File: config.mk
export PLATFORM = sky130hd
export DESIGN_NAME = keypad_debounce
export DESIGN_NICKNAME = d
export VERILOG_FILES = /design/src/rtl/keypad_debounce.sv
export SDC_FILE = /design/constraint.sdc
export NUM_CORES = 1
export LEC_CHECK = 0
export CORE_MARGIN = 4
export CORE_UTILIZATION = 40
export CTS_CLUSTER_SIZE = 8
export DETAILED_ROUTE_END_ITERATION = 7
export HOLD_SLACK_MARGIN = 0.15
export REMOVE_ABC_BUFFERS = 1
export SLEW_MARGIN = 25
export SYNTH_ARGS = -nofsm -noshare
export SYNTH_HDL_FRONTEND = slang
export SYNTH_SLANG_ARGS = --single-unit
File: constraint.sdc
create_clock -name clk -period 5.2 [get_ports clk]
set_input_delay 1.04 -clock clk [delete_from_list [all_inputs] [get_ports clk]]
set_output_delay 1.04 -clock clk [all_outputs]
set_load 0.005 [all_outputs]
File: src/rtl/keypad_debounce.sv
// Keypad debounce: turns scan-multiplexed, bouncing one-hot key codes into a held note.
// Optional feature macro KEY_OCTAVE_EN: '*' / '#' presses drive the octave_hi flag.
module keypad_debounce #(
  parameter int HOLD_CYCLES   = 100000,
  parameter int DEBOUNCE_HITS = 3
) (
  input  logic        clk,
  input  logic        rst,
  input  logic [11:0] key_data,
  output logic [7:0]  note_out,
  output logic [3:0]  key_code,
  output logic        key_press,
  output logic        key_release,
  output logic        octave_hi
);

  localparam int GAP_W = $clog2(HOLD_CYCLES + 1);
  localparam logic [GAP_W-1:0] GAP_LAST = GAP_W'(HOLD_CYCLES - 1);
  localparam logic [GAP_W-1:0] GAP_MAX  = GAP_W'(HOLD_CYCLES);
  localparam logic [3:0]       HITS     = 4'(DEBOUNCE_HITS);
  localparam logic [3:0]       CODE_NONE = 4'd15;

  typedef enum logic [1:0] {
    S_IDLE    = 2'd0,
    S_CAND    = 2'd1,
    S_PRESSED = 2'd2
  } state_t;

  state_t r_state;
  state_t w_state_nxt;

  logic [11:0]      r_sync1;
  logic [11:0]      r_ks;
  logic [11:0]      r_ks_prev;
  logic [11:0]      r_cand;
  logic [3:0]       r_hit_cnt;
  logic [GAP_W-1:0] r_gap_cnt;
  logic [7:0]       r_note;
  logic [3:0]       r_code;
  logic             r_press;
  logic             r_release;

  logic [11:0]      w_cand_nxt;
  logic [3:0]       w_hit_nxt;
  logic [GAP_W-1:0] w_gap_nxt;
  logic [7:0]       w_note_nxt;
  logic [3:0]       w_code_nxt;
  logic             w_press_nxt;
  logic             w_release_nxt;
  logic             w_enter_pressed;

  logic             w_zero;
  logic             w_valid;
  logic             w_match;
  logic             w_hit;
  logic             w_gap_done;
  logic [GAP_W-1:0] w_gap_inc;
  logic [3:0]       w_hit_inc;

  function automatic logic [3:0] f_index(input logic [11:0] v);
    logic [3:0] idx;
    idx = CODE_NONE;
    for (int i = 0; i < 12; i++) begin
      if (v[i]) idx = 4'(i);
    end
    return idx;
  endfunction

  // A hit is the leading edge of the candidate code on the synchronized input,
  // so one scan slot of several cycles counts only once.
  assign w_zero     = (r_ks == 12'd0);
  assign w_valid    = !w_zero && ((r_ks & (r_ks - 12'd1)) == 12'd0);
  assign w_match    = (r_ks == r_cand);
  assign w_hit      = w_match && (r_ks_prev != r_cand);
  assign w_gap_done = w_zero && (r_gap_cnt >= GAP_LAST);
  assign w_gap_inc  = (r_gap_cnt == GAP_MAX) ? r_gap_cnt : r_gap_cnt + GAP_W'(1);
  assign w_hit_inc  = r_hit_cnt + 4'd1;

  always_comb begin
    w_state_nxt     = r_state;
    w_cand_nxt      = r_cand;
    w_hit_nxt       = r_hit_cnt;
    w_gap_nxt       = r_gap_cnt;
    w_note_nxt      = r_note;
    w_code_nxt      = r_code;
    w_press_nxt     = 1'b0;
    w_release_nxt   = 1'b0;
    w_enter_pressed = 1'b0;

    case (r_state)
      S_IDLE: begin
        if (w_valid) begin
          w_cand_nxt = r_ks;
          w_hit_nxt  = 4'd1;
          w_gap_nxt  = '0;
          if (DEBOUNCE_HITS <= 1) w_enter_pressed = 1'b1;
          else                    w_state_nxt     = S_CAND;
        end
      end
      S_CAND: begin
        if (w_zero) begin
          if (w_gap_done) begin
            w_state_nxt = S_IDLE;
            w_hit_nxt   = '0;
            w_gap_nxt   = '0;
          end else begin
            w_gap_nxt = w_gap_inc;
          end
        end else if (!w_match) begin
          w_state_nxt = S_IDLE;
          w_hit_nxt   = '0;
          w_gap_nxt   = '0;
        end else begin
          w_gap_nxt = '0;
          if (w_hit) begin
            w_hit_nxt = w_hit_inc;
            if (w_hit_inc >= HITS) w_enter_pressed = 1'b1;
          end
        end
      end
      S_PRESSED: begin
        // A different code ends the hold; IDLE picks it up on the following sample.
        if ((w_zero && w_gap_done) || (!w_zero && !w_match)) begin
          w_state_nxt   = S_IDLE;
          w_note_nxt    = 8'd0;
          w_code_nxt    = CODE_NONE;
          w_release_nxt = 1'b1;
          w_hit_nxt     = '0;
          w_gap_nxt     = '0;
        end else if (w_zero) begin
          w_gap_nxt = w_gap_inc;
        end else begin
          w_gap_nxt = '0;
        end
      end
      default: begin
        w_state_nxt = S_IDLE;
      end
    endcase

    if (w_enter_pressed) begin
      w_state_nxt = S_PRESSED;
      w_note_nxt  = w_cand_nxt[7:0];
      w_code_nxt  = f_index(w_cand_nxt);
      w_press_nxt = 1'b1;
      w_gap_nxt   = '0;
    end
  end

  always_ff @(posedge clk or posedge rst) begin
    if (rst) r_state <= S_IDLE;
    else     r_state <= w_state_nxt;
  end

  always_ff @(posedge clk or posedge rst) begin
    if (rst) begin
      r_sync1   <= '0;
      r_ks      <= '0;
      r_ks_prev <= '0;
      r_cand    <= '0;
      r_hit_cnt <= '0;
      r_gap_cnt <= '0;
      r_note    <= '0;
      r_code    <= CODE_NONE;
      r_press   <= 1'b0;
      r_release <= 1'b0;
    end else begin
      r_sync1   <= key_data;
      r_ks      <= r_sync1;
      r_ks_prev <= r_ks;
      r_cand    <= w_cand_nxt;
      r_hit_cnt <= w_hit_nxt;
      r_gap_cnt <= w_gap_nxt;
      r_note    <= w_note_nxt;
      r_code    <= w_code_nxt;
      r_press   <= w_press_nxt;
      r_release <= w_release_nxt;
    end
  end

  assign note_out    = r_note;
  assign key_code    = r_code;
  assign key_press   = r_press;
  assign key_release = r_release;

`ifdef KEY_OCTAVE_EN
  logic r_octave;

  // '*' is bit 9 and '#' is bit 11; the flag survives releases.
  always_ff @(posedge clk or posedge rst) begin
    if (rst) begin
      r_octave <= 1'b0;
    end else if (w_enter_pressed) begin
      if (w_cand_nxt[9])       r_octave <= 1'b0;
      else if (w_cand_nxt[11]) r_octave <= 1'b1;
    end
  end

  assign octave_hi = r_octave;
`else
  assign octave_hi = 1'b0;
`endif

endmodule

# Yosys cells after proc, flatten, opt, wreduce, memory -nomap -nowiden
# Index checks and enable logic that the tools add are counted.
totals:
  regBits: 85
  input_bits: 14
  out_inout_bits: 15
  elab_cells: 99
classes:
  n_addsub: 3
  n_lt_le_gt_ge: 2
  eq_ne: 13
  mux: 50
  bitwise_logic: 1
  reduce_logical: 19
ops:
  columns: ["operator", "n"]
  rows:
  - ["$mux 17", 7]
  - ["$mux 4", 21]
  - ["$pmux 17 s3", 1]
  - ["$logic_not 12->1", 2]
  - ["$mux 12", 2]
  - ["$mux 8", 3]
  - ["$add 17x1->17 const B", 1]
  - ["$eq 17x17->1 const B", 1]
  - ["$ge 17x17->1 const B", 1]
  - ["$and 12x12->12", 1]
  - ["$eq 12x12->1", 1]
  - ["$mux 2", 6]
  - ["$ne 12x12->1", 1]
  - ["$ne 4x4->1 const B", 3]
  - ["$pmux 4 s3", 1]
  - ["$sub 12x1->12 const B", 1]
  - ["$ne 3x3->1 const B", 3]
  - ["$mux 1", 8]
  - ["$pmux 2 s3", 1]
  - ["$logic_and 1x1->1", 5]
  - ["$reduce_and 5->1", 1]
  - ["$add 4x1->4 const B", 1]
  - ["$ge 4x2->1 const B", 1]
  - ["$ne 2x2->1 const B", 2]
  - ["10 further kinds", 13]

# Logic depth before layout (Yosys ltp)
logic_depth:
  ltp_word: 19
  mapped_depth: 12
  ltp_nobuf: 9

# Least setup slack after synthesis
# Ideal clock, no wire load.
synth_timing:
  path_type: "register to register"
  start: "register r_ks[1]"
  end: "register r_gap_cnt[10]"
  setup_time_ns: 0.092
  t_arrival_ns: 2.761
  required_ns: 5.108
  slack_ns: 2.347
  path_stages_with_launch: 11
  n_path_buf: 3
  period_less_slack_ns: 2.853
  path_cell_list: "dfrtp_1 > buf_6 > or4_4 > o41a_1 > o41ai_4 > a21boi_2 > a21o_1 > or2_1 > buf_6 > buf_6 > o31ai_2"
synth_via:
  elab_chain_cells: 8
  elab_cells_between_ends: 26
  cone_classes: "add/sub: 1; eq/ne: 2; mux: 10; bitwise: 1; reduce/logical: 12"
synth_rtl:
  columns: ["element", "line_no", "rtl"]
  rows:
  - ["start, declared", "33", "logic [11:0] r_ks;"]
  - ["start signal, assigned", "169", "r_ks <= r_sync1;"]
  - ["branches (longest 8 deep; another with $sub 12x1->12)", null, null]
  - ["end signal, assigned", "173", "r_gap_cnt <= w_gap_nxt;"]
  - ["end, declared", "37", "logic [GAP_W-1:0] r_gap_cnt;"]
# Parallel ways; which one is timed is not known.
# A chain may end at the register's enable or synchronous reset.

# Worst setup path in the final report
layout_timing:
  start: "register r_ks[1]"
  end: "register r_gap_cnt[5]"
# Same word-level chain as after synthesis.

==> results.md <==
- Post-synth EDFFs: 0
- Synthesized flop and latch total: 85
- Cell Pwr Density: 299 mW/mm2
- Critical path buffer and inverter count: 0
- Worst EP arrival: 3.88 ns
- Grt peak-use layer: met2
- Ys flop type: dfrtp_1
- Area leader, netlist: dfrtp_1
- Synthesis Warnings: 0
- Fmax: 0.277 GHz
- Initial antenna violation count: 0
- Final hold vios: 0
- Met3 GRT Util: 0.0275
- Status: finished clean
- Post-CTS setup buffers: 0
- Layout cells sized above 1: 0.0985
- Ant. Diodes: 0
- Grt met1 use: 0.223
- Critical Path RT: 5.47 ns
- Die area: 0.0117 mm2
- CP Cell Sequence: nor4_1 -> nand4_1 -> nor3_1 -> nand3b_1 -> or2_1 -> o41ai_1
- Die Width: 108 um
- Worst slew margin: 0.509
- Max-slew violation count: 0
- Crit-path slowest cell: or2_1
- Crit path max-delay family: simple AND/OR/NAND/NOR gates
- Crit path kind: reg -> reg
- Area delta synth->final: 13.5%
- Clock sinks: 85
- Sequential area share after synthesis: 0.529
- Cells after Synth: 378
- Clk slew on worst S/H paths: 0.11 ns
- Iter 0 DRT Violations: 179
- Endpoints failing setup: 0
- Maximum VDD drop: 0.182 mV
- Largest net degree at the start of global routing: 45
- Grt ovf: 0
- PortBufs: 27
- Worst-Skew Late Latency: 0.37 ns
- Synth area leaders: dfrtp_1, xor2_1, nor2_1, dfstp_2, ha_1
- Layout Cells excl Fill: 539
- # placed instances: 523
- Worst hold path class: reg -> reg
- Startpoint types: register
- Max Cap Viol: 0
- H-tree depth: 3
- Leakage Power: 1.99 nW
- Drt pass-1 iters: 4
- Total number of vias: 2848
- GR Layer Usage met2: 0.226
- FF+latch area: 0.00213 mm2
- Setup crit end kind: register
- GP Congestion: 0.859
- Detailed Place HPWL: 5.86 mm
- Row Count: 36
- Async set-reset flop share out of synthesis: 1.00
- Overall Global Routing Usage: 0.152
- Clock Root Buffer: clkbuf_8
- Mean Syn Cell Area: 10.7 um2
- Final worst path period share: 0.694
- Cts repair resizes: 0
- Vias in the first global route: 2772
- Worst Skew: 0.0204 ns
- First-pass GRT wire length: 13.9 mm
- Core area: 0.00977 mm2
- Initial Util: 0.412
- Top-count cell post-synth: dfrtp_1
- DRT Wirelength: 8.15 mm
- CTS tree: built
- Clk buf depth: 2
- TritonCTS buffer count: 9
- TNS Setup: 0 ns
- Hold Buf Count CTS: 0
- Syn Std Cell Area: 0.00403 mm2
- RSZ-0062 raised after global routing: no
- Layout filler cell count: 951
- Top-area cell type share of the netlist area: 0.503
- Multi-input gate area: 0.00175 mm2
- Vias per Instance: 5.28
- Ports: 29
- Synth cell types: 56
- Synth cell count leaders: dfrtp_1, nor2_1, nand2_1, xor2_1
- Max incr delay on CP: 0.66 ns
- Min cycle time layout: 3.61 ns
- Worst Tran Pin Value: 0.735 ns
- Die H: 108 um
- Final ANT Viol Nets: 0
- Critical Path Fanout Max: 18
- Total Nets Final: 423
- DRC Markers: 0
- Detailed-route wire length per cell: 15.1 um
==> flip-flops by register name, indices dropped and copies added, names as in the netlist <==
| register | cells |
|---|---|
| r_gap_cnt | 17 |
| r_cand | 12 |
| r_ks | 12 |
| r_ks_prev | 12 |
| r_sync1 | 12 |
| note_out | 8 |
| key_code | 4 |
| r_hit_cnt | 4 |
| r_state | 2 |
| key_press | 1 |
| key_release | 1 |
==> per-layer routing <==
layer | up-vias | wire length (um)
met5 | - | 0
li1 | 1400 | -
met2 | 45 | 3680
met4 | 0 | 103
met3 | 8 | 249
met1 | 1395 | 4110
==> power breakdown <==
part	internal [W]	total (W)	switching (W)	leakage (nW)
logic	0.0000730	0.000186	0.000113	0.805
clock network	0.000190	0.000459	0.000269	0.102
registers	0.000688	0.000722	0.0000341	1.08
total	0.000951	0.00137	0.000416	1.99
==> path summary, 6_finish.rpt <==
path                        startpoint           end  slack, ns  cells after the start
max in group asynchronous          rst   key_code[3]       3.11                      3
min                        r_sync1[11]      r_ks[11]       0.35                      0
max                            r_ks[1]  r_gap_cnt[5]       1.59                      6
min reg2reg                r_sync1[11]      r_ks[11]       0.35                      0
max reg2reg                    r_ks[1]  r_gap_cnt[5]       1.59                      6
min in group asynchronous          rst  r_gap_cnt[5]       1.09                      2
==> stage by stage <==
step	hold slack [ns]	setup slack, ns	total power, W	util	cell area, um2
after floorplan	0.331	1.97	0.000862	-	3940
after global placement	0.333	1.79	0.000918	0.448	4380
after detailed placement	0.335	1.59	0.000921	0.448	4380
after CTS	0.351	1.60	0.00139	0.468	4580
after global routing	0.366	1.19	0.00144	0.468	4580
final	0.352	1.59	0.00137	0.468	4580
==> area by class of cell <==
class	count	area share
flip-flops and latches	85	0.466
well taps	133	0.0364
multi-input cells	262	0.382
inverters	15	0.0126
clock inverters	7	0.0156
clock buffers	9	0.0271
repair buffers	28	0.0607
==> logic make-up (layout without fill, tap and decap cells) <==
kind of cell	after synthesis	count (layout)	synth area share
multiplexers	12	12	0.0329
XOR/XNOR	25	25	0.0543
AND/OR/NAND/NOR	134	134	0.170
flip-flops	85	85	0.529
other	1	1	0.000930
buffers and inverters	31	59	0.0376
adder cells (fa/ha/maj)	8	8	0.0248
AO/OA/AOI/OAI	82	82	0.150
==> layout by cell type (no fill, tap or decap), drive strengths merged, types with 8 or more instances in the layout <==
master,instances
dfrtp,81
nor2,34
clkdlybuf4s50,27
o21ai,25
nand2,22
inv,19
xor2,17
nand3,15
a21oi,12
and3,11
nor3,11
o31ai,11
mux2,10
nor4,9
clkbuf,9
nand4,8
xnor2,8
a22o,8
ha,8
Power figures use the tool's default switching activity.
